## src/rtl/add_pkg.sv

```systemverilog
// rtl/add_pkg.sv - shared slice width and FSM state type for the nibble-serial adder
package add_pkg;

  localparam int NIBBLE_W = 4;

  typedef enum logic [1:0] {
    IDLE = 2'd0,
    RUN  = 2'd1,
    DONE = 2'd2
  } state_t;

endpackage

```

## src/rtl/add_4.sv

```systemverilog
// rtl/add_4.sv - 4-bit ripple slice with carry in/out
module add_4 (
  input  logic       cin,
  input  logic [3:0] A,
  input  logic [3:0] B,
  output logic [3:0] sum,
  output logic       co
);

  assign {co, sum} = {1'b0, A} + {1'b0, B} + {4'b0000, cin};

endmodule

```

## src/rtl/add_nibble_seq.sv

```systemverilog
// rtl/add_nibble_seq.sv - nibble-serial A+B+cin adder with valid/ready handshakes
// ADD_NIBBLE_SEQ_OVF_EN enables the signed overflow flag; otherwise ovf is tied 0.
import add_pkg::*;

module add_nibble_seq #(
  parameter int NIBBLES = 4
) (
  input  logic                        clk,
  input  logic                        rst,
  input  logic                        in_valid,
  output logic                        in_ready,
  input  logic [NIBBLE_W*NIBBLES-1:0] A,
  input  logic [NIBBLE_W*NIBBLES-1:0] B,
  input  logic                        cin,
  output logic                        out_valid,
  input  logic                        out_ready,
  output logic [NIBBLE_W*NIBBLES-1:0] sum,
  output logic                        co,
  output logic                        ovf
);

  localparam int W     = NIBBLE_W * NIBBLES;
  localparam int IDX_W = (NIBBLES > 1) ? $clog2(NIBBLES) : 1;

  state_t             state_q, state_d;
  logic [W-1:0]       a_q, a_d, b_q, b_d, sum_q, sum_d;
  logic [IDX_W-1:0]   idx_q, idx_d;
  logic               carry_q, carry_d, co_q, co_d;
  logic [NIBBLE_W-1:0] a_nib, b_nib, slice_sum;
  logic               slice_co, last_nib;

  add_4 u_slice (
    .cin (carry_q),
    .A   (a_nib),
    .B   (b_nib),
    .sum (slice_sum),
    .co  (slice_co)
  );

  assign last_nib = (idx_q == IDX_W'(NIBBLES - 1));

  // Select the operand nibble addressed by the running index.
  always_comb begin
    a_nib = '0;
    b_nib = '0;
    for (int i = 0; i < NIBBLES; i++) begin
      if (idx_q == IDX_W'(i)) begin
        a_nib = a_q[i*NIBBLE_W +: NIBBLE_W];
        b_nib = b_q[i*NIBBLE_W +: NIBBLE_W];
      end
    end
  end

`ifdef ADD_NIBBLE_SEQ_OVF_EN
  logic ovf_q, ovf_d;
`endif

  always_comb begin
    state_d = state_q;
    a_d     = a_q;
    b_d     = b_q;
    sum_d   = sum_q;
    idx_d   = idx_q;
    carry_d = carry_q;
    co_d    = co_q;
`ifdef ADD_NIBBLE_SEQ_OVF_EN
    ovf_d   = ovf_q;
`endif
    case (state_q)
      IDLE: begin
        if (in_valid) begin
          a_d     = A;
          b_d     = B;
          carry_d = cin;
          idx_d   = '0;
          sum_d   = '0;
          co_d    = 1'b0;
`ifdef ADD_NIBBLE_SEQ_OVF_EN
          ovf_d   = 1'b0;
`endif
          state_d = RUN;
        end
      end
      RUN: begin
        for (int i = 0; i < NIBBLES; i++) begin
          if (idx_q == IDX_W'(i)) sum_d[i*NIBBLE_W +: NIBBLE_W] = slice_sum;
        end
        carry_d = slice_co;
        idx_d   = idx_q + IDX_W'(1);
        if (last_nib) begin
          co_d    = slice_co;
`ifdef ADD_NIBBLE_SEQ_OVF_EN
          ovf_d   = (a_q[W-1] == b_q[W-1]) && (slice_sum[NIBBLE_W-1] != a_q[W-1]);
`endif
          idx_d   = '0;
          state_d = DONE;
        end
      end
      DONE: begin
        if (out_ready) state_d = IDLE;
      end
      default: state_d = IDLE;
    endcase
  end

  always_ff @(posedge clk or posedge rst) begin
    if (rst) begin
      state_q <= IDLE;
      a_q     <= '0;
      b_q     <= '0;
      sum_q   <= '0;
      idx_q   <= '0;
      carry_q <= 1'b0;
      co_q    <= 1'b0;
    end else begin
      state_q <= state_d;
      a_q     <= a_d;
      b_q     <= b_d;
      sum_q   <= sum_d;
      idx_q   <= idx_d;
      carry_q <= carry_d;
      co_q    <= co_d;
    end
  end

`ifdef ADD_NIBBLE_SEQ_OVF_EN
  always_ff @(posedge clk or posedge rst) begin
    if (rst) ovf_q <= 1'b0;
    else     ovf_q <= ovf_d;
  end
  assign ovf = ovf_q;
`else
  assign ovf = 1'b0;
`endif

  assign in_ready  = (state_q == IDLE);
  assign out_valid = (state_q == DONE);
  assign sum       = sum_q;
  assign co        = co_q;

endmodule

```

## config.mk

```make
export PLATFORM = sky130hd
export DESIGN_NAME = add_nibble_seq
export DESIGN_NICKNAME = d
export VERILOG_FILES = /design/src/rtl/add_pkg.sv /design/src/rtl/add_4.sv /design/src/rtl/add_nibble_seq.sv
export SDC_FILE = /design/constraint.sdc
export NUM_CORES = 1
export LEC_CHECK = 0
export CAP_MARGIN = 20
export CORE_ASPECT_RATIO = 0.6
export CORE_MARGIN = 5
export CORE_UTILIZATION = 45
export CTS_CLUSTER_DIAMETER = 40
export DETAILED_ROUTE_END_ITERATION = 16
export PLACE_DENSITY = 0.73
export SLEW_MARGIN = 10
export SYNTH_ARGS = -nofsm -noshare
export SYNTH_HDL_FRONTEND = slang
export SYNTH_SLANG_ARGS = --single-unit
```

## constraint.sdc

```tcl
create_clock -name clk -period 4.9 [get_ports clk]
set_clock_uncertainty 0.2 [all_clocks]
set_input_delay 1.225 -clock clk [delete_from_list [all_inputs] [get_ports clk]]
set_output_delay 1.225 -clock clk [all_outputs]
set_load 0.02 [all_outputs]
```

==> results of run 1 <==
==> per-stage QoR <==
stage / area (um^2) / power, mW / setup slack (ps) / hold slack (ps)
2_1_floorplan: 2640 / 1.67 / 2050 / 245
3_5_place_dp: 3220 / 2.08 / 1520 / 266
3_3_place_gp: 3200 / 2.04 / 1580 / 261
5_1_grt: 3300 / 2.53 / 1480 / 313
6_report: 3300 / 2.33 / 1730 / 286
4_1_cts: 3300 / 2.33 / 1760 / 289
==> how the worst max path moves through the flow <==
stage / from / endpoint / cells after the start
detailed placement: in_valid / sum[14] / 4
CTS: idx_q[0] / sum[14] / 9
finish: idx_q[0] / sum[14] / 9
global route: idx_q[0] / sum[2] / 9
floorplan: idx_q[0] / sum[14] / 11
global placement: in_valid / sum[14] / 4
==> cell families (layout without fill, tap and decap cells) <==
group	after synthesis	count (layout)	synth area share, %
AO/OA/AOI/OAI	70	70	17.7
XOR/XNOR	1	1	0.332
adder cells (fa/ha/maj)	9	9	4.83
buffers and inverters	34	76	6.02
flip-flops	54	54	51.2
other	1	1	0.142
AND/OR/NAND/NOR	120	120	19.8
==> sequential cells by signal, indices dropped and copies added (netlist names) <==
signal / count
sum: 16
a_q: 16
co: 1
idx_q: 2
b_q: 16
carry_q: 1
state_q: 2
==> cell type report <==
class | count | area [um^2]
clock buffers | 6 | 82.6
multi-input cells | 201 | 1140
flip-flops and latches | 54 | 1350
inverters | 13 | 48.8
repair buffers | 57 | 578
well taps | 80 | 100
fillers | 500 | 2320
==> layer usage <==
layer	global-route usage, %	vias to the layer above	share of wire [%]
met1	29.2	1043	52
met5	0	-	0
met3	4.84	5	7.2
met2	24.4	68	40
li1	-	1055	-
met4	5.04	0	0.83
==> placed cells by master (no fill, tap or decap), drive strengths merged, types with 2 or more instances in the layout <==
master,synthesis,final
a211o,4,4
a21oi,19,19
a22o,8,8
a22oi,4,4
a32o,2,2
and3b,2,2
buf,14,2
clkbuf,7,6
clkdlybuf4s50,0,55
dfrtp,54,54
fa,2,2
ha,7,7
inv,13,13
nand2,91,91
nand2b,2,2
nand3,9,9
nand3b,5,5
nand4,2,2
nor2,4,4
nor2b,2,2
o211ai,2,2
o21ai,18,18
o2bb2ai,9,9
o31ai,2,2
==> power by group <==
part	switching, mW	total, mW	internal [mW]
Clock	0.138	0.248	0.109
Sequential	0.140	0.787	0.647
Combinational	0.775	1.30	0.521
==> worst max-delay path: stages, from the launching register on <==
cell     delay, ps
dfrtp_1        440
inv_1          100
ha_1           540
a21oi_1         80
o21ai_0        120
a22oi_1        120
fa_1           470
fa_1           420
xnor2_1        380
a32o_1         230
==> results by group, run 1 <==
Logic synthesis
  • Main synth FF type: dfrtp_1
  • Synth cell types: 34
  • Most common cell in the netlist: nand2_1
  • Syn_area_per_cell: 9.14 um^2
  • Post-synthesis sequential area ratio: 51.2%
  • Number of synthesized flops with an enable pin: 0
  • Cells after Synth: 289
  • Synth area leaders: dfrtp_1 51%, nand2_1 13%, a21oi_1 3.6%, ha_1 3.3%, o2bb2ai_1 3.0%
  • #FFs+latches synth: 54
  • Share of the synthesized area in the top cell type: 51.2%
  • Cell accounting for the most synthesized area: dfrtp_1
  • Cell Area, Synth: 2640 um^2
  • FFs w/ async S/R, synth: 100%
  • Synthesis Warnings: 0
  • Mapped Nets: 335
  • Post-synth top cells: 91 x nand2_1, 54 x dfrtp_1, 19 x a21oi_1, 13 x inv_1, 12 x o21ai_0

Clock network
  • CTS resizes: 0
  • Clock Sinks: 54
  • Clk buf depth: 2
  • CTS Buf Count: 5
  • Worst skew pair latency: 310 ps
  • Post-CTS Setup Repair Bufs: 0
  • Clk slew on worst S/H paths: 90 ps
  • Hold_buf cts: 0
  • H-tree Lvls: 2
  • Root Driver: clkbuf_8
  • CTS tree: built

Worst setup path
  • Crit Path Max Fanout: 18
  • Startpoint Class: flop
  • Reg2reg end: sum[14]
  • Required @ worst endpoint: 4940 ps
  • Data arrival, critical path: 3220 ps
  • Worst R2R Setup Slack: 1730 ps
  • CP Capture Type: flop
  • Critical R2R Launch: idx_q[0]
  • WS Path Type: reg2reg
  • Worst r2r path cells: 9

Finish
  • Share of layout cells above drive strength 1: 3.63%
  • Post-Layout Cell Count: 411
  • Final Core Density: 58.7%
  • Final #Nets: 378
  • Synthesis-to-layout area growth: 24.9%
  • N_diodes: 0

Drt
  • WL final: 6.53 mm
  • Via count: 2171
  • DR iter-0 viols: 111
  • Antenna Violating Nets Remaining: 0
  • Vias per cell: 5.28
  • Pre-Repair DR Iteration Count: 4
  • Drt drc: 0
  • WL/cell: 15.9 um

Timing
  • Fmax: 0.315 GHz
  • Max_slew headroom: 35.0%
  • RSZ-0062 raised after global routing: no
  • Final Slew Violations: 0
  • Period minus WS final: 3170 ps
  • Final Hold Fails: 0
  • Slew at the pin closest to its max-slew limit: 974 ps
  • # setup viols final: 0
  • Tcrit/Tclk final: 64.7%
  • Setup TNS Final: 0 ps

Outcome
  • Outcome: completed

Placed design
  • Placed insts: 405
  • RD Place Congestion: 0.846
  • I/O Buffers: 55
  • HPWL Detailed: 4.83 mm

Floorplan
  • CORE AREA: 5620 um^2
  • Die Ht: 69.3 um
  • Die Wd: 109 um
  • Die ar.: 7550 um^2
  • I/O pin total: 57
  • Initial core utilization: 47.0%
  • Row Count: 21

Hold path
  • End point of the worst hold path: b_q[0]
  • Hold depth: 2
  • Min-delay src: b_q[0]
  • Min-delay worst type: reg2reg

Global route
  • Largest net degree at the start of global routing: 34
  • Initial antenna violation count: 0
  • Global-route wire length before repair: 10.9 mm
  • Vias in the first global route: 2176
  • Grt ovf: 0
  • Gr usage total: 18.5%

Pwr
  • PwrDens: 707 nW/um^2
  • Maximum VDD drop: 0.000276 V
  • Leakage: 1.51 nW

Flow run
  • # Max-Cap Violations: 0
No activity file was read; power rests on OpenSTA's default activity.
==> inputs of run 2 (changes only) <==
clock period = 3.1 ns   (was 4.9 ns; I/O delays follow)
==> results by group, run 2 (synthesis results as in run 1) <==
Drt
  • WL final: 6.48 mm (-0.78%)
  • Drt drc: 0 (unchanged)
  • DR iter-0 viols: 184 (+66%)
  • Pre-Repair DR Iteration Count: 4 (unchanged)
  • Antenna Violating Nets Remaining: 0 (unchanged)
  • Vias per cell: 5.18 (-2.0%)
  • WL/cell: 15.5 um (-2.7%)
  • Via count: 2170 (-0.046%)

Outcome
  • Outcome: completed

Floorplan
  • I/O pin total: 57 (unchanged)
  • Die Ht: 69.3 um (unchanged)
  • Die Wd: 109 um (unchanged)
  • CORE AREA: 5620 um^2 (unchanged)
  • Initial core utilization: 47.0% (unchanged)
  • Die ar.: 7550 um^2 (unchanged)
  • Row Count: 21 (unchanged)

Hold path
  • Min-delay worst type: reg2reg

Clock network
  • Clock Sinks: 54 (unchanged)
  • Post-CTS Setup Repair Bufs: 0 (unchanged)
  • CTS resizes: 0 (unchanged)
  • Clk slew on worst S/H paths: 90 ps (about the same)
  • H-tree Lvls: 2 (unchanged)
  • Root Driver: clkbuf_8
  • Clk buf depth: 2 (unchanged)
  • CTS Buf Count: 5 (unchanged)
  • Worst skew pair latency: 320 ps (about the same)
  • Hold_buf cts: 0 (unchanged)
  • CTS tree: built

Timing
  • Slew at the pin closest to its max-slew limit: 734 ps (-240 ps)
  • Final Hold Fails: 0 (unchanged)
  • Max_slew headroom: 51.0% (+16 points)
  • Fmax: 0.345 GHz (+9.4%)
  • # setup viols final: 0 (unchanged)
  • Final worst setup slack: 201 ps (-1530 ps)
  • RSZ-0062 raised after global routing: no
  • Hold slack final: 288 ps (+1.47 ps)
  • Final Slew Violations: 0 (unchanged)
  • Setup TNS Final: 0 ps (unchanged)
  • Tcrit/Tclk final: 93.5% (+29 points)
  • Period minus WS final: 2900 ps (-272 ps)

Finish
  • Most common cell after layout, fill and taps aside: nand2_1
  • Fillers: 513 (+2.6%)
  • N_diodes: 0 (unchanged)
  • Synthesis-to-layout area growth: 27.8%
  • Most frequent cells in the layout: 91 x nand2_1, 55 x clkdlybuf4s50_1, 54 x dfrtp_1
  • Share of layout cells above drive strength 1: 5.90% (+2.3 points)
  • Final Core Density: 60.0% (+1.4 points)
  • Final #Nets: 384 (+1.6%)

Global route
  • Initial antenna violation count: 0 (unchanged)
  • Largest net degree at the start of global routing: 31 (-8.8%)
  • Grt ovf: 0 (unchanged)
  • Gr usage total: 18.5% (+0.042 points)
  • Vias in the first global route: 2163 (-0.60%)
  • Global-route wire length before repair: 11.1 mm (+1.2%)

Pwr
  • PwrDens: 1130 nW/um^2 (+61%)
  • Leakage: 1.55 nW (+2.6%)
  • Maximum VDD drop: 0.000477 V (+73%)

Worst setup path
  • Crit path max-delay family: adder cells
  • Required @ worst endpoint: 3160 ps (-1780 ps)
  • Most common cell on crit path: fa_1
  • Worst R2R Setup Slack: 200 ps (-1530 ps)
  • WS Path Type: reg2reg
  • CP Cell Sequence: inv_1, ha_1, a21oi_1, o21ai_0, a22oi_1, fa_1, fa_1, xnor2_1, a32o_1
  • Startpoint Class: flop
  • Buffers and inverters on the worst path: 1 (unchanged)
  • CP peak stage delay: 450 ps (-90 ps)
  • CP max stage cell: fa_1
  • CP Capture Type: flop
  • Crit Path Max Fanout: 9 (-9)
  • Data arrival, critical path: 2960 ps (-260 ps)

Placed design
  • Place WS: 275 ps (-1250 ps)
  • HPWL Detailed: 4.90 mm (+1.4%)
  • RD Place Congestion: 0.900 (+6.4%)
  • I/O Buffers: 55 (unchanged)

Flow run
  • # Max-Cap Violations: 0 (unchanged)
==> run 2: cell count changes in the layout (fill, tap and decap cells not counted), sizes merged <==
cell	delta
buf	+6
bufinv	+1
clkinvlp	+1
==> run 2: worst paths after layout <==
check,from,end,cells after the start
max in group asynchronous,rst,a_q[14],3
max,idx_q[0],sum[2],9
min,b_q[1],b_q[1],2
max reg2reg,idx_q[0],sum[2],9
min reg2reg,b_q[1],b_q[1],2
min in group asynchronous,rst,sum[8],2
==> run 2: cell type report <==
class	count	area (um^2)	area share, %
clock buffer	6	72.6	2.15
clock inverter	2	37.5	1.11
inverter	13	48.8	1.45
multi-input combinational	201	1140	33.8
sequential	54	1350	40.0
tap	80	100	2.97
timing repair buffer	63	623	18.5
==> run 2: per-layer routing <==
layer	track usage [%]	wire length [um]	vias up
li1	-	-	1072
met1	30.3	3410	1016
met2	23.1	2410	70
met3	4.74	542	12
met4	5.46	111	0
met5	0	0	-
==> run 2: per-stage QoR <==
stage	instance area [um^2]	total power [mW]	instances
2_1_floorplan	2640	2.64	289
3_3_place_gp	3260	3.28	411
3_5_place_dp	3260	3.34	411
4_1_cts	3370	3.82	419
5_1_grt	3370	4.16	419
6_report	3370	3.83	419
==> run 2: worst register-to-register path: stages (launching register included) <==
cell	delay, ps
dfrtp_1	440
inv_1	100
ha_1	320
a21oi_1	60
o21ai_0	90
a22oi_1	130
fa_1	450
fa_1	430
xnor2_1	390
a32o_1	220
==> run 2: power by group <==
group | internal, mW | total [mW] | switching, mW
sequential | 1.02 | 1.22 | 0.196
clock | 0.241 | 0.471 | 0.230
combinational | 0.873 | 2.14 | 1.27
